`src/rtl/soc_vga_pkg.sv`:
```
// VGA scanout shared definitions: 640x480@60 timing defaults, pixel formats,
// per-pixel pipeline flags and the RGB332 -> 4:4:4 expansion.
package soc_vga_pkg;

  localparam int unsigned VGA_H_VISIBLE = 640;
  localparam int unsigned VGA_H_FP      = 16;
  localparam int unsigned VGA_H_SYNC    = 96;
  localparam int unsigned VGA_H_BP      = 48;
  localparam int unsigned VGA_V_VISIBLE = 480;
  localparam int unsigned VGA_V_FP      = 10;
  localparam int unsigned VGA_V_SYNC    = 2;
  localparam int unsigned VGA_V_BP      = 33;

  typedef struct packed {
    logic [2:0] r;
    logic [2:0] g;
    logic [1:0] b;
  } rgb332_t;

  typedef struct packed {
    logic [3:0] r;
    logic [3:0] g;
    logic [3:0] b;
  } rgb444_t;

  // Per-pixel flags travelling alongside the framebuffer read
  typedef struct packed {
    logic de;
    logic hs;
    logic vs;
    logic fs;
  } pix_flags_t;

  function automatic rgb444_t rgb332_to_444(input rgb332_t p);
    rgb444_t o;
    o.r = {p.r, p.r[2]};
    o.g = {p.g, p.g[2]};
    o.b = {p.b, p.b};
    return o;
  endfunction

endpackage

```
`src/rtl/soc_vga_scanout_if.sv`:
```
// Framebuffer read port (port B) as seen by the scanout engine.
interface soc_vga_scanout_if #(
  parameter int unsigned ADDR_WIDTH = 32
);
  logic [ADDR_WIDTH-1:0] fb_addr;
  logic [7:0]            fb_data;

  modport master (output fb_addr, input fb_data);
  modport slave  (input fb_addr, output fb_data);
endinterface

```
`src/rtl/soc_vga_timing.sv`:
```
// VGA raster counters and sync/visible/frame-boundary decode.
module soc_vga_timing
  import soc_vga_pkg::*;
#(
  parameter int unsigned H_VISIBLE = VGA_H_VISIBLE,
  parameter int unsigned H_FP      = VGA_H_FP,
  parameter int unsigned H_SYNC    = VGA_H_SYNC,
  parameter int unsigned H_BP      = VGA_H_BP,
  parameter int unsigned V_VISIBLE = VGA_V_VISIBLE,
  parameter int unsigned V_FP      = VGA_V_FP,
  parameter int unsigned V_SYNC    = VGA_V_SYNC,
  parameter int unsigned V_BP      = VGA_V_BP,
  parameter int unsigned H_CNT_W   = $clog2(H_VISIBLE + H_FP + H_SYNC + H_BP),
  parameter int unsigned V_CNT_W   = $clog2(V_VISIBLE + V_FP + V_SYNC + V_BP)
) (
  input  logic               vga_clk,
  input  logic               res,
  output logic [H_CNT_W-1:0] h_cnt,
  output logic [V_CNT_W-1:0] v_cnt,
  output logic               visible,
  output logic               hsync_act,
  output logic               vsync_act,
  output logic               frame_end
);

  localparam int unsigned H_TOTAL = H_VISIBLE + H_FP + H_SYNC + H_BP;
  localparam int unsigned V_TOTAL = V_VISIBLE + V_FP + V_SYNC + V_BP;

  logic [H_CNT_W-1:0] h_cnt_q, h_cnt_d;
  logic [V_CNT_W-1:0] v_cnt_q, v_cnt_d;
  logic               h_last;

  assign h_last = (h_cnt_q == H_CNT_W'(H_TOTAL - 1));

  // Advance the raster position, wrapping line then frame
  always_comb begin
    h_cnt_d = h_cnt_q + H_CNT_W'(1);
    v_cnt_d = v_cnt_q;
    if (h_last) begin
      h_cnt_d = '0;
      v_cnt_d = (v_cnt_q == V_CNT_W'(V_TOTAL - 1)) ? '0 : v_cnt_q + V_CNT_W'(1);
    end
  end

  // Counter registers
  always_ff @(posedge vga_clk) begin
    if (!res) begin
      h_cnt_q <= '0;
      v_cnt_q <= '0;
    end else begin
      h_cnt_q <= h_cnt_d;
      v_cnt_q <= v_cnt_d;
    end
  end

  assign h_cnt     = h_cnt_q;
  assign v_cnt     = v_cnt_q;
  assign visible   = (h_cnt_q < H_CNT_W'(H_VISIBLE)) && (v_cnt_q < V_CNT_W'(V_VISIBLE));
  assign hsync_act = (h_cnt_q >= H_CNT_W'(H_VISIBLE + H_FP)) &&
                     (h_cnt_q <  H_CNT_W'(H_VISIBLE + H_FP + H_SYNC));
  assign vsync_act = (v_cnt_q >= V_CNT_W'(V_VISIBLE + V_FP)) &&
                     (v_cnt_q <  V_CNT_W'(V_VISIBLE + V_FP + V_SYNC));
  assign frame_end = h_last && (v_cnt_q == V_CNT_W'(V_TOTAL - 1));

endmodule

```
`src/rtl/soc_vga_scanout.sv`:
```
// VGA scanout: fetches one RGB332 byte per visible pixel from the framebuffer,
// aligns sync/enable with the read latency and drives registered VGA pins.
// Optional macro SOC_VGA_DOUBLE_SCAN_EN: 2x2 pixel replication from a
// half-resolution source image.
module soc_vga_scanout
  import soc_vga_pkg::*;
#(
  parameter int unsigned H_VISIBLE  = VGA_H_VISIBLE,
  parameter int unsigned H_FP       = VGA_H_FP,
  parameter int unsigned H_SYNC     = VGA_H_SYNC,
  parameter int unsigned H_BP       = VGA_H_BP,
  parameter int unsigned V_VISIBLE  = VGA_V_VISIBLE,
  parameter int unsigned V_FP       = VGA_V_FP,
  parameter int unsigned V_SYNC     = VGA_V_SYNC,
  parameter int unsigned V_BP       = VGA_V_BP,
  parameter logic        HS_ACTIVE  = 1'b0,
  parameter logic        VS_ACTIVE  = 1'b0,
  parameter int unsigned ADDR_WIDTH = 32,
  parameter int unsigned FB_LATENCY = 1
) (
  input  logic                  vga_clk,
  input  logic                  res,
  input  logic                  scan_en,
  input  logic [ADDR_WIDTH-1:0] fb_base,
  soc_vga_scanout_if.master     fb,
  output logic                  vga_hs,
  output logic                  vga_vs,
  output logic [3:0]            vga_r,
  output logic [3:0]            vga_g,
  output logic [3:0]            vga_b,
  output logic                  frame_start
);

  localparam int unsigned H_CNT_W = $clog2(H_VISIBLE + H_FP + H_SYNC + H_BP);
  localparam int unsigned V_CNT_W = $clog2(V_VISIBLE + V_FP + V_SYNC + V_BP);

  logic [H_CNT_W-1:0] h_cnt;
  logic [V_CNT_W-1:0] v_cnt;
  logic               visible, hsync_act, vsync_act, frame_end;

  soc_vga_timing #(
    .H_VISIBLE (H_VISIBLE), .H_FP (H_FP), .H_SYNC (H_SYNC), .H_BP (H_BP),
    .V_VISIBLE (V_VISIBLE), .V_FP (V_FP), .V_SYNC (V_SYNC), .V_BP (V_BP),
    .H_CNT_W   (H_CNT_W),   .V_CNT_W (V_CNT_W)
  ) u_timing (
    .vga_clk   (vga_clk),
    .res       (res),
    .h_cnt     (h_cnt),
    .v_cnt     (v_cnt),
    .visible   (visible),
    .hsync_act (hsync_act),
    .vsync_act (vsync_act),
    .frame_end (frame_end)
  );

  logic [ADDR_WIDTH-1:0] ptr_q, ptr_d;
  logic [ADDR_WIDTH-1:0] fb_addr_q, fb_addr_d;
  logic                  first_q, first_d;
`ifdef SOC_VGA_DOUBLE_SCAN_EN
  logic [ADDR_WIDTH-1:0] line_base_q, line_base_d;
`endif

  // Address pointer: reload at frame boundary, step on visible pixels
  always_comb begin
    ptr_d     = ptr_q;
    fb_addr_d = fb_addr_q;
    first_d   = first_q;
`ifdef SOC_VGA_DOUBLE_SCAN_EN
    line_base_d = line_base_q;
`endif
    if (frame_end) begin
      ptr_d   = fb_base;
      first_d = 1'b0;
`ifdef SOC_VGA_DOUBLE_SCAN_EN
      line_base_d = fb_base;
`endif
    end else if (visible) begin
      fb_addr_d = ptr_q;
`ifdef SOC_VGA_DOUBLE_SCAN_EN
      // Even lines replay from line_base; odd lines move on to the next source row
      if (h_cnt == H_CNT_W'(H_VISIBLE - 1)) begin
        if (!v_cnt[0]) begin
          ptr_d = line_base_q;
        end else begin
          ptr_d       = ptr_q + ADDR_WIDTH'(1);
          line_base_d = ptr_q + ADDR_WIDTH'(1);
        end
      end else if (h_cnt[0]) begin
        ptr_d = ptr_q + ADDR_WIDTH'(1);
      end
`else
      ptr_d = ptr_q + ADDR_WIDTH'(1);
`endif
    end
  end

  pix_flags_t stage0;
  pix_flags_t pipe_q [FB_LATENCY+1];
  pix_flags_t pipe_d [FB_LATENCY+1];

  // Flags captured alongside the address, then delayed to meet the read data
  always_comb begin
    stage0.de = visible && scan_en;
    stage0.hs = hsync_act;
    stage0.vs = vsync_act;
    stage0.fs = (h_cnt == '0) && (v_cnt == '0) && !first_q;
    pipe_d[0] = stage0;
    for (int unsigned i = 1; i <= FB_LATENCY; i++) begin
      pipe_d[i] = pipe_q[i-1];
    end
  end

  logic    hs_q, hs_d, vs_q, vs_d, fs_q, fs_d;
  rgb444_t rgb_q, rgb_d;

  // Output stage: colour expansion and sync polarity
  always_comb begin
    hs_d  = pipe_q[FB_LATENCY].hs ? HS_ACTIVE : ~HS_ACTIVE;
    vs_d  = pipe_q[FB_LATENCY].vs ? VS_ACTIVE : ~VS_ACTIVE;
    fs_d  = pipe_q[FB_LATENCY].fs;
    rgb_d = pipe_q[FB_LATENCY].de ? rgb332_to_444(rgb332_t'(fb.fb_data)) : '0;
  end

  // All state registers
  always_ff @(posedge vga_clk) begin
    if (!res) begin
      ptr_q     <= '0;
      fb_addr_q <= '0;
      first_q   <= 1'b1;
`ifdef SOC_VGA_DOUBLE_SCAN_EN
      line_base_q <= '0;
`endif
      for (int unsigned i = 0; i <= FB_LATENCY; i++) begin
        pipe_q[i] <= '0;
      end
      hs_q  <= ~HS_ACTIVE;
      vs_q  <= ~VS_ACTIVE;
      fs_q  <= 1'b0;
      rgb_q <= '0;
    end else begin
      ptr_q     <= ptr_d;
      fb_addr_q <= fb_addr_d;
      first_q   <= first_d;
`ifdef SOC_VGA_DOUBLE_SCAN_EN
      line_base_q <= line_base_d;
`endif
      for (int unsigned i = 0; i <= FB_LATENCY; i++) begin
        pipe_q[i] <= pipe_d[i];
      end
      hs_q  <= hs_d;
      vs_q  <= vs_d;
      fs_q  <= fs_d;
      rgb_q <= rgb_d;
    end
  end

  assign fb.fb_addr  = fb_addr_q;
  assign vga_hs      = hs_q;
  assign vga_vs      = vs_q;
  assign vga_r       = rgb_q.r;
  assign vga_g       = rgb_q.g;
  assign vga_b       = rgb_q.b;
  assign frame_start = fs_q;

endmodule

```
`src/flat_wrapper.sv`:
```
// flat-port wrapper written by rule: the top's interface ports become plain ports
module soc_vga_scanout_flat import soc_vga_pkg::*;
#(
  parameter int unsigned H_VISIBLE  = VGA_H_VISIBLE,
  parameter int unsigned H_FP       = VGA_H_FP,
  parameter int unsigned H_SYNC     = VGA_H_SYNC,
  parameter int unsigned H_BP       = VGA_H_BP,
  parameter int unsigned V_VISIBLE  = VGA_V_VISIBLE,
  parameter int unsigned V_FP       = VGA_V_FP,
  parameter int unsigned V_SYNC     = VGA_V_SYNC,
  parameter int unsigned V_BP       = VGA_V_BP,
  parameter logic        HS_ACTIVE  = 1'b0,
  parameter logic        VS_ACTIVE  = 1'b0,
  parameter int unsigned ADDR_WIDTH = 32,
  parameter int unsigned FB_LATENCY = 1
)
  (vga_clk, res, scan_en, fb_base, vga_hs, vga_vs, vga_r, vga_g, vga_b, frame_start, fb_fb_addr, fb_fb_data);
  soc_vga_scanout_if #(.ADDR_WIDTH(ADDR_WIDTH)) fb_i ();
  input  logic vga_clk;
  input  logic res;
  input  logic scan_en;
  input  logic [ADDR_WIDTH-1:0] fb_base;
  output logic vga_hs;
  output logic vga_vs;
  output logic [3:0] vga_r;
  output logic [3:0] vga_g;
  output logic [3:0] vga_b;
  output logic frame_start;
  output wire logic [$bits(fb_i.fb_addr)-1:0] fb_fb_addr;
  input wire logic [$bits(fb_i.fb_data)-1:0] fb_fb_data;
  assign fb_fb_addr = fb_i.fb_addr;
  assign fb_i.fb_data = fb_fb_data;
  soc_vga_scanout #(.H_VISIBLE(H_VISIBLE), .H_FP(H_FP), .H_SYNC(H_SYNC), .H_BP(H_BP), .V_VISIBLE(V_VISIBLE), .V_FP(V_FP), .V_SYNC(V_SYNC), .V_BP(V_BP), .HS_ACTIVE(HS_ACTIVE), .VS_ACTIVE(VS_ACTIVE), .ADDR_WIDTH(ADDR_WIDTH), .FB_LATENCY(FB_LATENCY)) u_core (.vga_clk(vga_clk), .res(res), .scan_en(scan_en), .fb_base(fb_base), .fb(fb_i), .vga_hs(vga_hs), .vga_vs(vga_vs), .vga_r(vga_r), .vga_g(vga_g), .vga_b(vga_b), .frame_start(frame_start));
endmodule
```
`config.mk`:
```
export PLATFORM = sky130hd
export DESIGN_NAME = soc_vga_scanout_flat
export DESIGN_NICKNAME = d
export VERILOG_FILES = /design/src/rtl/soc_vga_pkg.sv /design/src/rtl/soc_vga_scanout_if.sv /design/src/rtl/soc_vga_timing.sv /design/src/rtl/soc_vga_scanout.sv /design/src/flat_wrapper.sv
export SDC_FILE = /design/constraint.sdc
export NUM_CORES = 1
export LEC_CHECK = 0
export ABC_AREA = 1
export BUFFER_PORTS_ARGS = -buffer_cell sky130_fd_sc_hd__buf_2
export CELL_PAD_IN_SITES_DETAIL_PLACEMENT = 0
export CELL_PAD_IN_SITES_GLOBAL_PLACEMENT = 1
export CORE_AREA = 2 2 136 138
export DETAILED_ROUTE_END_ITERATION = 10
export DIE_AREA = 0 0 138 140
export HOLD_SLACK_MARGIN = 0.02
export PLACE_DENSITY_LB_ADDON = 0.1
export SYNTH_ARGS = -nofsm -noshare
export SYNTH_HDL_FRONTEND = slang
export SYNTH_SLANG_ARGS = --single-unit
export TNS_END_PERCENT = 5
```
`constraint.sdc`:
```
create_clock -name vga_clk -period 1.86 [get_ports vga_clk]
set_clock_uncertainty 0.15 [all_clocks]
set_input_delay 0.186 -clock vga_clk [delete_from_list [all_inputs] [get_ports vga_clk]]
set_output_delay 0.186 -clock vga_clk [all_outputs]
set_load 0.05 [all_outputs]
```
# ---- Yosys cells after proc, flatten, opt, wreduce, memory -nomap -nowiden
# Memories as Yosys holds them, arrays and structs flattened.
# Cells that the tools add are included.
dict set report totals {
  out_inout_bits 47
  mem_count 1
  register_bits 100
  wordCells 50
  ramBits 8
}
dict set report classes {
  n_bitwise 4
  n_reduce_logical 14
  eq_ne 2
  n_lt_le_gt_ge 6
  n_mux 9
  n_addsub 3
}
# name words word_bits read_ports rd_ports_with_merged_regs write_ports line_no
set memory_table {}
lappend memory_table {u_core.pipe_q 2 4 2 0 2 soc_vga_scanout.sv:98} ;# pix_flags_t pipe_q [FB_LATENCY+1];
# operator n
set ops {}
lappend ops {{$mux W32} 2}
lappend ops {{$add A32 B1 Y32 const B} 1}
lappend ops {{$add A10 B1 Y10 const B} 2}
lappend ops {{$eq A10 B10 Y1 const B} 2}
lappend ops {{$logic_not A10 Y1} 2}
lappend ops {{$lt A10 B10 Y1 const B} 2}
lappend ops {{$lt A10 B9 Y1 const B} 2}
lappend ops {{$ge A10 B10 Y1 const B} 1}
lappend ops {{$ge A10 B9 Y1 const B} 1}
lappend ops {{$mux W10} 1}
lappend ops {{$mux W4} 2}
lappend ops {{$logic_and A1 B1 Y1} 7}
lappend ops {{$mux W1} 4}
lappend ops {{$reduce_and A2 Y1} 2}
lappend ops {{$not A1 Y1} 2}
lappend ops {{$or A1 B1 Y1} 2}
lappend ops {{$reduce_bool A2 Y1} 1}
lappend ops {{$reduce_or A2 Y1} 1}
lappend ops {{$logic_not A1 Y1} 1}

# ---- Logic depth before layout (Yosys ltp)
# Gate-level depths: netlist of run 1.
dict set report depth {
  ltp_word 4
  mapped_depth 11
}

# ---- Cells and area by module
# Synthesis of run 1 repeated with hierarchy kept, for this count alone.
dict set report unflattened {
  cells_unflattened 749
  hier_area_um2 5170.0
}
# module instances seq_area_each_um2 area_per_inst_um2 cells_each
set by_module_without_submodules {}
lappend by_module_without_submodules {soc_vga_scanout 1 1681.6 3963.8 573}
lappend by_module_without_submodules {soc_vga_timing 1 400.4 1206.2 176}

# ---- Least setup slack after synthesis of run 1
# No wires, ideal clock.
dict set report synth_path {
  path_kind {register to register}
  startpoint {reg u_core.u_timing.h_cnt_q[0] (netlist: u_core.u_timing.h_cnt[0])}
  endpoint {reg u_core.ptr_q[30]}
  path_stages_with_launch 12
  required_time_ns 1.572
  period_less_slack_ns 1.714
  path_slack_ns 0.146
  arrival_time_ns 1.426
  setup_time_ns 0.138
  n_path_buf 1
  path_cell_list {dfxtp_1 -> ha_1 -> nand2_2 -> nor2_8 -> nand2_4 -> nor2_8 -> nand2_4 -> buf_6 -> nand3_1 -> nand2_1 -> inv_2 -> a21oi_2}
}
dict set report synth_between {
  elab_chain_len 3
}
# element line_no
set synth_rtl {}
lappend synth_rtl {{start, declared} soc_vga_timing.sv:29} ;# logic [H_CNT_W-1:0] h_cnt_q, h_cnt_d;
lappend synth_rtl {{start signal, assigned} soc_vga_timing.sv:51} ;# h_cnt_q <= h_cnt_d;
lappend synth_rtl {{$lt A10 B10 Y1 / $eq A10 B10 Y1 (equally long branches)} {soc_vga_timing.sv:58, soc_vga_timing.sv:33}}
lappend synth_rtl {{$logic_and A1 B1 Y1, on equally long branches} {soc_vga_timing.sv:58, soc_vga_timing.sv:63}}
lappend synth_rtl {{$reduce_bool A2 Y1 (no line) / $mux W32 (equally long branches)} --}
lappend synth_rtl {{end signal, assigned} soc_vga_scanout.sv:141} ;# ptr_q <= ptr_d;
lappend synth_rtl {{end, declared} soc_vga_scanout.sv:56} ;# logic [ADDR_WIDTH-1:0] ptr_q, ptr_d;
# Parallel ways exist; a longest one is shown, timed or not.
# A chain may end at the register's enable or synchronous reset.

# ---- Final worst setup path of run 1
dict set report layout_path {
  startpoint {reg u_core.ptr_q[0]}
  endpoint {reg u_core.ptr_q[26]}
}
dict set report layout_between {
  elab_chain_len 3
}
# element line_no
set layout_rtl {}
lappend layout_rtl {{$add A32 B1 Y32} soc_vga_scanout.sv:92} ;# ptr_d = ptr_q + ADDR_WIDTH'(1);
lappend layout_rtl {{$mux W32} soc_vga_scanout.sv:77} ;# end else if (visible) begin
lappend layout_rtl {{$mux W32} soc_vga_scanout.sv:71} ;# if (frame_end) begin
# Every way passes these cells. The select of a mux whose other input is x is not followed.

==> results.toml, run 1 <==
[drt]
route.detailed.wl_per_inst_um = 14.6
via_per_inst = 4.59
drt_first_pass_iters = 4
drt-total-wl_mm = 17.0
drc = 0
vias = 5344
antenna_left = 0
drt_iter0_drc = 367

[critical_path]
setup.worst_path.end = "u_core.ptr_q[26]$_SDFFE_PN0P_"
crit_top_cell = "nand2_1"
reg2reg_depth = 11
r2r_end = "u_core.ptr_q[26]$_SDFFE_PN0P_"
criticalPathCategory = "reg -> reg"
max_stage_delay_ps = 350
cp-start-kind = "register"
path_buf_inv = 1
cp_top_family = "simple AND/OR/NAND/NOR gates"
worst-endpoint-arrival_ps = 1850
r2r_start = "u_core.ptr_q[0]$_SDFFE_PN0P_"
cpMaxStageDelayCell = "dfxtp_2"
cp-end-kind = "register"
critPathMaxFanout = 4
cp_cell_sequence = "ha_2 -> nand2_2 -> nor2_4 -> buf_4 -> nand2_2 -> nor2_2 -> nand2_1 -> nand2_1 -> nand2_1 -> nand2_1 -> a21oi_2"
critPathLaunch = "u_core.ptr_q[0]$_SDFFE_PN0P_"
rrSetupSlack_ps = 100
crit_cells = 11
required_ps = 1950

[global_routing]
grt_overflow = 0
grt_start_max_net_pins = 60
grt_use_total_pct = 17.2
grt_pass1_vias = 5133
antenna_found_initial = 0
grt_pass1_wl_mm = 26.9

[logic_synthesis]
synth.distinct_cells = 36
synth_nets = 837
yosysWarnings = 0
syn_inst = 789
syn_area_per_cell_um2 = 6.87
ys_seq_area_share_pct = 38.4
synth-seq-cells = 104
synthesis.area_mm2 = 0.00542

[sta]
layout_setup_ws_ps = 98.0
tightestPinTransition_ps = 435
finalHoldViolCount = 0
drv_slew = 0
holdWs_ps = 31.1
slew_headroom_pct = 71.0
period_needed_ps = 1760
fmax_mhz = 568
setup_viol = 0
min_period_over_period_pct = 94.7

[floorplanning]
core_mm2 = 0.0178
rows = 49
die_y_um = 140
boundaryPins = 90
initial_utilization_pct = 30.5
dieArea_mm2 = 0.0193
dieWidth_um = 138

[power_and_ir_drop]
power_frac_comb_pct = 5.8
ir_drop_uv = 426
total_power_w = 0.00448
clock_power_share_pct = 43.8
seqPwrFrac_pct = 50.4
power.density_mw_per_mm2 = 634
leakagePower_nw = 3.14
p_int_w = 0.00335
swShare_pct = 25.2
power_switching_w = 0.00113

[final_layout]
design_area_mm2 = 0.00708
fin_nets = 978
drive_above_1_share_pct = 24.4
final_cells = 1164
area_growth_pct = 30.4
antenna_cells = 0

[placed_design]
dp_cells = 1110
placed_area_mm2 = 0.00627
port_buffers = 89
detailed_place_hpwl_mm = 12.2
globalplace.congestion = 0.857
place_ws_ps = 19.5

[clock_tree]
numCtsBuffers = 9
clkTransAtPathRegs_ps = 80
clk_latency_ps = 350
cts_tree = "yes"
max-clock-path-buffers = 2
cts_root_buffer = "clkbuf_16"
cts.sinks = 104
htreeDepth = 3

[min_path]
min_path_cells = 5
hp-class = "in -> reg"

[run]
cap_violations = 0

[status]
status = "complete, no violations"
what timing repair did:
| item | in CTS | in global routing |
|---|---|---|
| cloned | 0 | 2 |
| pin swaps | 0 | 5 |
| endpoints found under the setup margin | 2 | 54 |
| hold endpoints to repair | 32 | 0 |
| setup buffers | 0 | 4 |
| hold buffers | 32 | 0 |
| gates resized for setup | 1 | 31 |
cell usage after synthesis:
library cell | count | area (um2)
nand2_1 | 208 | 781
dfxtp_1 | 104 | 2080
inv_1 | 88 | 330
nor2_1 | 86 | 323
nand3_1 | 78 | 390
o21ai_0 | 42 | 210
a21oi_1 | 40 | 200
nand3_2 | 17 | 170
buf_2 | 13 | 65.1
a21oi_2 | 10 | 87.6
nor3_1 | 10 | 50.1
clkbuf_1 | 8 | 30.0
inv_2 | 8 | 30.0
nor2_2 | 8 | 50.1
xor2_1 | 8 | 70.1
buf_4 | 6 | 45.0
buf_6 | 5 | 56.3
ha_1 | 5 | 62.6
a31oi_1 | 4 | 25.0
clkinv_1 | 4 | 15.0
nand2_2 | 4 | 25.0
nor2_4 | 4 | 45.0
nor2_8 | 4 | 80.1
xnor2_1 | 4 | 35.0
nand4_1 | 3 | 18.8
o21ai_1 | 3 | 15.0
nand2_4 | 2 | 22.5
nand3_4 | 2 | 35.0
nand3b_1 | 2 | 15.0
nor3b_1 | 2 | 15.0
nor4_1 | 2 | 12.5
clkinv_2 | 1 | 5.00
inv_4 | 1 | 6.26
o21a_1 | 1 | 7.51
o22ai_1 | 1 | 6.26
or2_0 | 1 | 6.26
cells by family (layout without fill, tap and decap cells):
logic type	Yosys count	in the layout	synth area share (%)
AO/OA/AOI/OAI	101	101	10.2
AND/OR/NAND/NOR	433	434	37.6
buffers and inverters	134	279	10.7
flip-flops	104	104	38.4
adder cells (fa/ha/maj)	5	5	1.15
XOR/XNOR	12	12	1.94
cell usage in the layout, fill, tap and decap left out, types with 3 or more instances in the layout:
cell type,instances
nor2_8,4
nor2_4,7
nand4_1,3
a21oi_2,10
nor2_1,82
nand3_2,18
inv_2,7
xnor2_1,4
o21ai_1,4
nor3_1,10
a21oi_1,40
a31oi_1,4
buf_12,5
nand2_4,3
dfxtp_2,9
nand2_1,204
dfxtp_1,95
nor2_2,10
buf_2,89
nand3_1,77
dlygate4sd3_1,32
o21ai_0,41
xor2_1,8
nand2_2,6
inv_1,88
clkinv_1,4
buf_4,32
clkbuf_16,10
worst min path at each step:
stage	startpoint	slack, ps	endpoint
floorplan	fb_fb_data[1]	150	u_core.vga_b[1]$_SDFF_PN0_
global placement	u_core.pipe_q[0][5]$_SDFF_PN0_	210	u_core.vga_vs$_SDFF_PN1_
detailed placement	u_core.pipe_q[0][6]$_SDFF_PN0_	210	u_core.vga_hs$_SDFF_PN1_
CTS	fb_base[30]	20	u_core.ptr_q[30]$_SDFFE_PN0P_
global route	fb_base[28]	50	u_core.ptr_q[28]$_SDFFE_PN0P_
finish	fb_base[28]	30	u_core.ptr_q[28]$_SDFFE_PN0P_
worst register-to-register path, delay by kind of cell, from the launching register on:
family,cells,cell delay [ps]
AO/OA/AOI/OAI,1,60
adder cells (fa/ha/maj),1,190
buffers and inverters,1,140
flip-flops,1,350
AND/OR/NAND/NOR,8,750
state kept, by name, summed over array words and instances, names as in the netlist:
register,flops
u_core.vga_r,3
u_core.first_q,1
u_core.vga_g,3
u_core.vga_vs,1
u_core.ptr_q,32
u_core.u_timing.h_cnt,10
u_core.pipe_q,8
u_core.vga_hs,1
u_core.vga_b,2
u_core.u_timing.v_cnt,10
u_core.fb.fb_addr,32
u_core.frame_start,1
cell type report:
type / count / area, um2
repair buffers: 161 / 1150
clock buffers: 10 / 239
fillers: 1955 / 10700
well taps: 229 / 287
clock inverters: 6 / 62.6
multi-input cells: 552 / 2850
inverters: 102 / 389
flip-flops and latches: 104 / 2090
stage by stage:
stage / TNS, ps / util (%)
after floorplan: 0 / -
after global placement: 0 / 35.3
after detailed placement: 0 / 35.3
after CTS: 0 / 38.8
after global routing: -10.5 / 39.8
final: 0 / 39.8
power groups by stage:
stage	Sequential, W	Combinational, W	Clock, W
2_1_floorplan	0.00233	0.0000852	0
3_3_place_gp	0.00231	0.000203	0
3_5_place_dp	0.00231	0.000208	0
4_1_cts	0.00226	0.000262	0.00203
5_1_grt	0.00226	0.000288	0.00210
6_report	0.00226	0.000260	0.00196
routing by layer:
layer	GRT usage [%]	vias up	share of wire, %
met1	23.9	2442	50
met2	27.6	116	45
met5	0	-	0
met3	2.53	10	3.8
met4	5.16	0	1.0
li1	-	2776	-
(Power assumes the default switching activity.)
==> run 2, diff against run 1 <==
--- a/config.mk
+++ b/config.mk
@@ -13,6 +13,7 @@
 export DETAILED_ROUTE_END_ITERATION = 10
 export DIE_AREA = 0 0 138 140
 export HOLD_SLACK_MARGIN = 0.02
+export MAX_ROUTING_LAYER = met4
 export PLACE_DENSITY_LB_ADDON = 0.1
 export SYNTH_ARGS = -nofsm -noshare
 export SYNTH_HDL_FRONTEND = slang
==> run 2 against run 1 <==
Against the previous run:
- non-clock buffer count up 1
- sequential power is essentially flat
- largest power group unchanged
- flip-flop and latch count is the same
- sequential share of layout area hardly changed
- critical endpoint is now u_core.ptr_q[5]$_SDFFE_PN0P_
- hold slack worse by 2.4 ps
==> results.toml, run 2 (same netlist as run 1, synthesis figures left out) <==
[critical_path]
cp-start-kind = "register"
reg2reg_depth = 9
cpMaxStageDelayCell = "dfxtp_1"
crit_cells = 9
cp_top_family = "simple AND/OR/NAND/NOR gates"
crit_top_cell = "nand3_2"
path_buf_inv = 2
criticalPathCategory = "reg -> reg"
critPathMaxFanout = 11
rrSetupSlack_ps = 100
setup.worst_path.end = "u_core.ptr_q[5]$_SDFFE_PN0P_"
required_ps = 1960
cp_cell_sequence = "nor2_2 -> nand3_2 -> nor2_8 -> nand2_8 -> buf_12 -> nand3_2 -> nand3_1 -> nand2_1 -> inv_1"
r2r_end = "u_core.ptr_q[5]$_SDFFE_PN0P_"
critPathLaunch = "u_core.u_timing.h_cnt[7]$_SDFF_PP0_"
cp-end-kind = "register"
max_stage_delay_ps = 350
r2r_start = "u_core.u_timing.h_cnt[7]$_SDFF_PP0_"
worst-endpoint-arrival_ps = 1860

[clock_tree]
clkTransAtPathRegs_ps = 80
cts_root_buffer = "clkbuf_16"
max-clock-path-buffers = 2
cts_tree = "yes"
htreeDepth = 3
numCtsBuffers = 9
cts.sinks = 104
clk_latency_ps = 360

[global_routing]
grt_start_max_net_pins = 60
grt_use_total_pct = 17.7
grt_pass1_wl_mm = 26.9
grt_pass1_vias = 5127
antenna_found_initial = 0
grt_overflow = 0

[sta]
fmax_mhz = 569
tightestPinTransition_ps = 437
setup_viol = 0
layout_setup_ws_ps = 101
slew_headroom_pct = 70.9
min_period_over_period_pct = 94.6
rsz0062_at_grt = "true"
drv_slew = 0
period_needed_ps = 1760
finalHoldViolCount = 0

[drt]
drt_iter0_drc = 331
vias = 5348
drt_first_pass_iters = 5
drt-total-wl_mm = 17.1
drc = 0
route.detailed.wl_per_inst_um = 14.7
antenna_left = 0
via_per_inst = 4.59

[final_layout]
drive_above_1_share_pct = 24.4
final_util_pct = 39.8
fin_nets = 980
area_growth_pct = 30.6
fillers = 1952
antenna_cells = 0
final_cells = 1166
final_common_cell = "nand2_1"
final_cell_mix = "nand2_1 (205), dfxtp_1 (95), buf_2 (89)"

[power_and_ir_drop]
power.density_mw_per_mm2 = 633
seqPwrFrac_pct = 50.4
p_int_w = 0.00335
leakagePower_nw = 3.15
power_switching_w = 0.00113
clock_power_share_pct = 43.8
power_frac_comb_pct = 5.8
swShare_pct = 25.2
ir_drop_uv = 431

[floorplanning]
rows = 49
dieWidth_um = 138
core_mm2 = 0.0178
initial_utilization_pct = 30.5
boundaryPins = 90
die_y_um = 140
dieArea_mm2 = 0.0193

[min_path]
min_path_cells = 5
worstHoldStart = "fb_base[28]"
hp-class = "in -> reg"

[placed_design]
place_ws_ps = 19.5
detailed_place_hpwl_mm = 12.2
globalplace.congestion = 0.871
port_buffers = 89
dp_cells = 1110

[status]
status = "complete, no violations"

[run]
cap_violations = 0
## run 2: routing by layer
metal | up-vias | wire, um | track usage (%)
li1 | 2784 | - | -
met1 | 2436 | 8530 | 24.0
met2 | 117 | 7720 | 27.6
met3 | 11 | 660 | 2.46
met4 | 0 | 180 | 5.16
met5 | - | 0 | -
## run 2: worst min path at each step
stage	endpoint	slack, ps
finish	u_core.ptr_q[28]$_SDFFE_PN0P_	30
CTS	u_core.ptr_q[30]$_SDFFE_PN0P_	20
floorplan	u_core.vga_b[1]$_SDFF_PN0_	150
global placement	u_core.vga_vs$_SDFF_PN1_	210
global route	u_core.ptr_q[28]$_SDFFE_PN0P_	50
detailed placement	u_core.vga_hs$_SDFF_PN1_	210
## run 2: worst min-delay path, cell delays in order
cell and delay (ps):
buf_2 90, nand3_1 70, nand2_1 50, inv_1 60, a21oi_2 40
## run 2: power groups by stage
stage | registers, W | clock network, W | logic [W]
3_3_place_gp | 0.00231 | 0 | 0.000203
6_report | 0.00226 | 0.00196 | 0.000259
5_1_grt | 0.00226 | 0.00210 | 0.000287
4_1_cts | 0.00226 | 0.00203 | 0.000262
2_1_floorplan | 0.00233 | 0 | 0.0000852
3_5_place_dp | 0.00231 | 0 | 0.000208
## run 2: area by class of cell
| cell class | count | area (um2) | area share (%) |
|---|---|---|---|
| sequential | 104 | 2090 | 29.5 |
| clock inverter | 6 | 62.6 | 0.883 |
| timing repair buffer | 162 | 1160 | 16.4 |
| clock buffer | 10 | 239 | 3.37 |
| multi-input combinational | 553 | 2850 | 40.3 |
| tap | 229 | 287 | 4.04 |
| inverter | 102 | 389 | 5.49 |
## run 2: repair_timing
item,CTS,global route
gates resized for setup,1,29
gates cloned,0,3
hold buffers,32,0
pin swaps,0,7
buffers inserted,0,5
endpoints found under the hold margin,32,0
setup endpoints to repair,2,54
## run 2: metrics by stage
stage / power, W / setup TNS [ps] / cell area, um2 / hold WS (ps)
global placement: 0.00251 / 0 / 6270 / 207
detailed placement: 0.00252 / 0 / 6270 / 210
global route: 0.00465 / -10.4 / 7080 / 54.3
CTS: 0.00455 / 0 / 6900 / 22.7
floorplan: 0.00242 / 0 / 5420 / 148
finish: 0.00448 / 0 / 7080 / 28.7
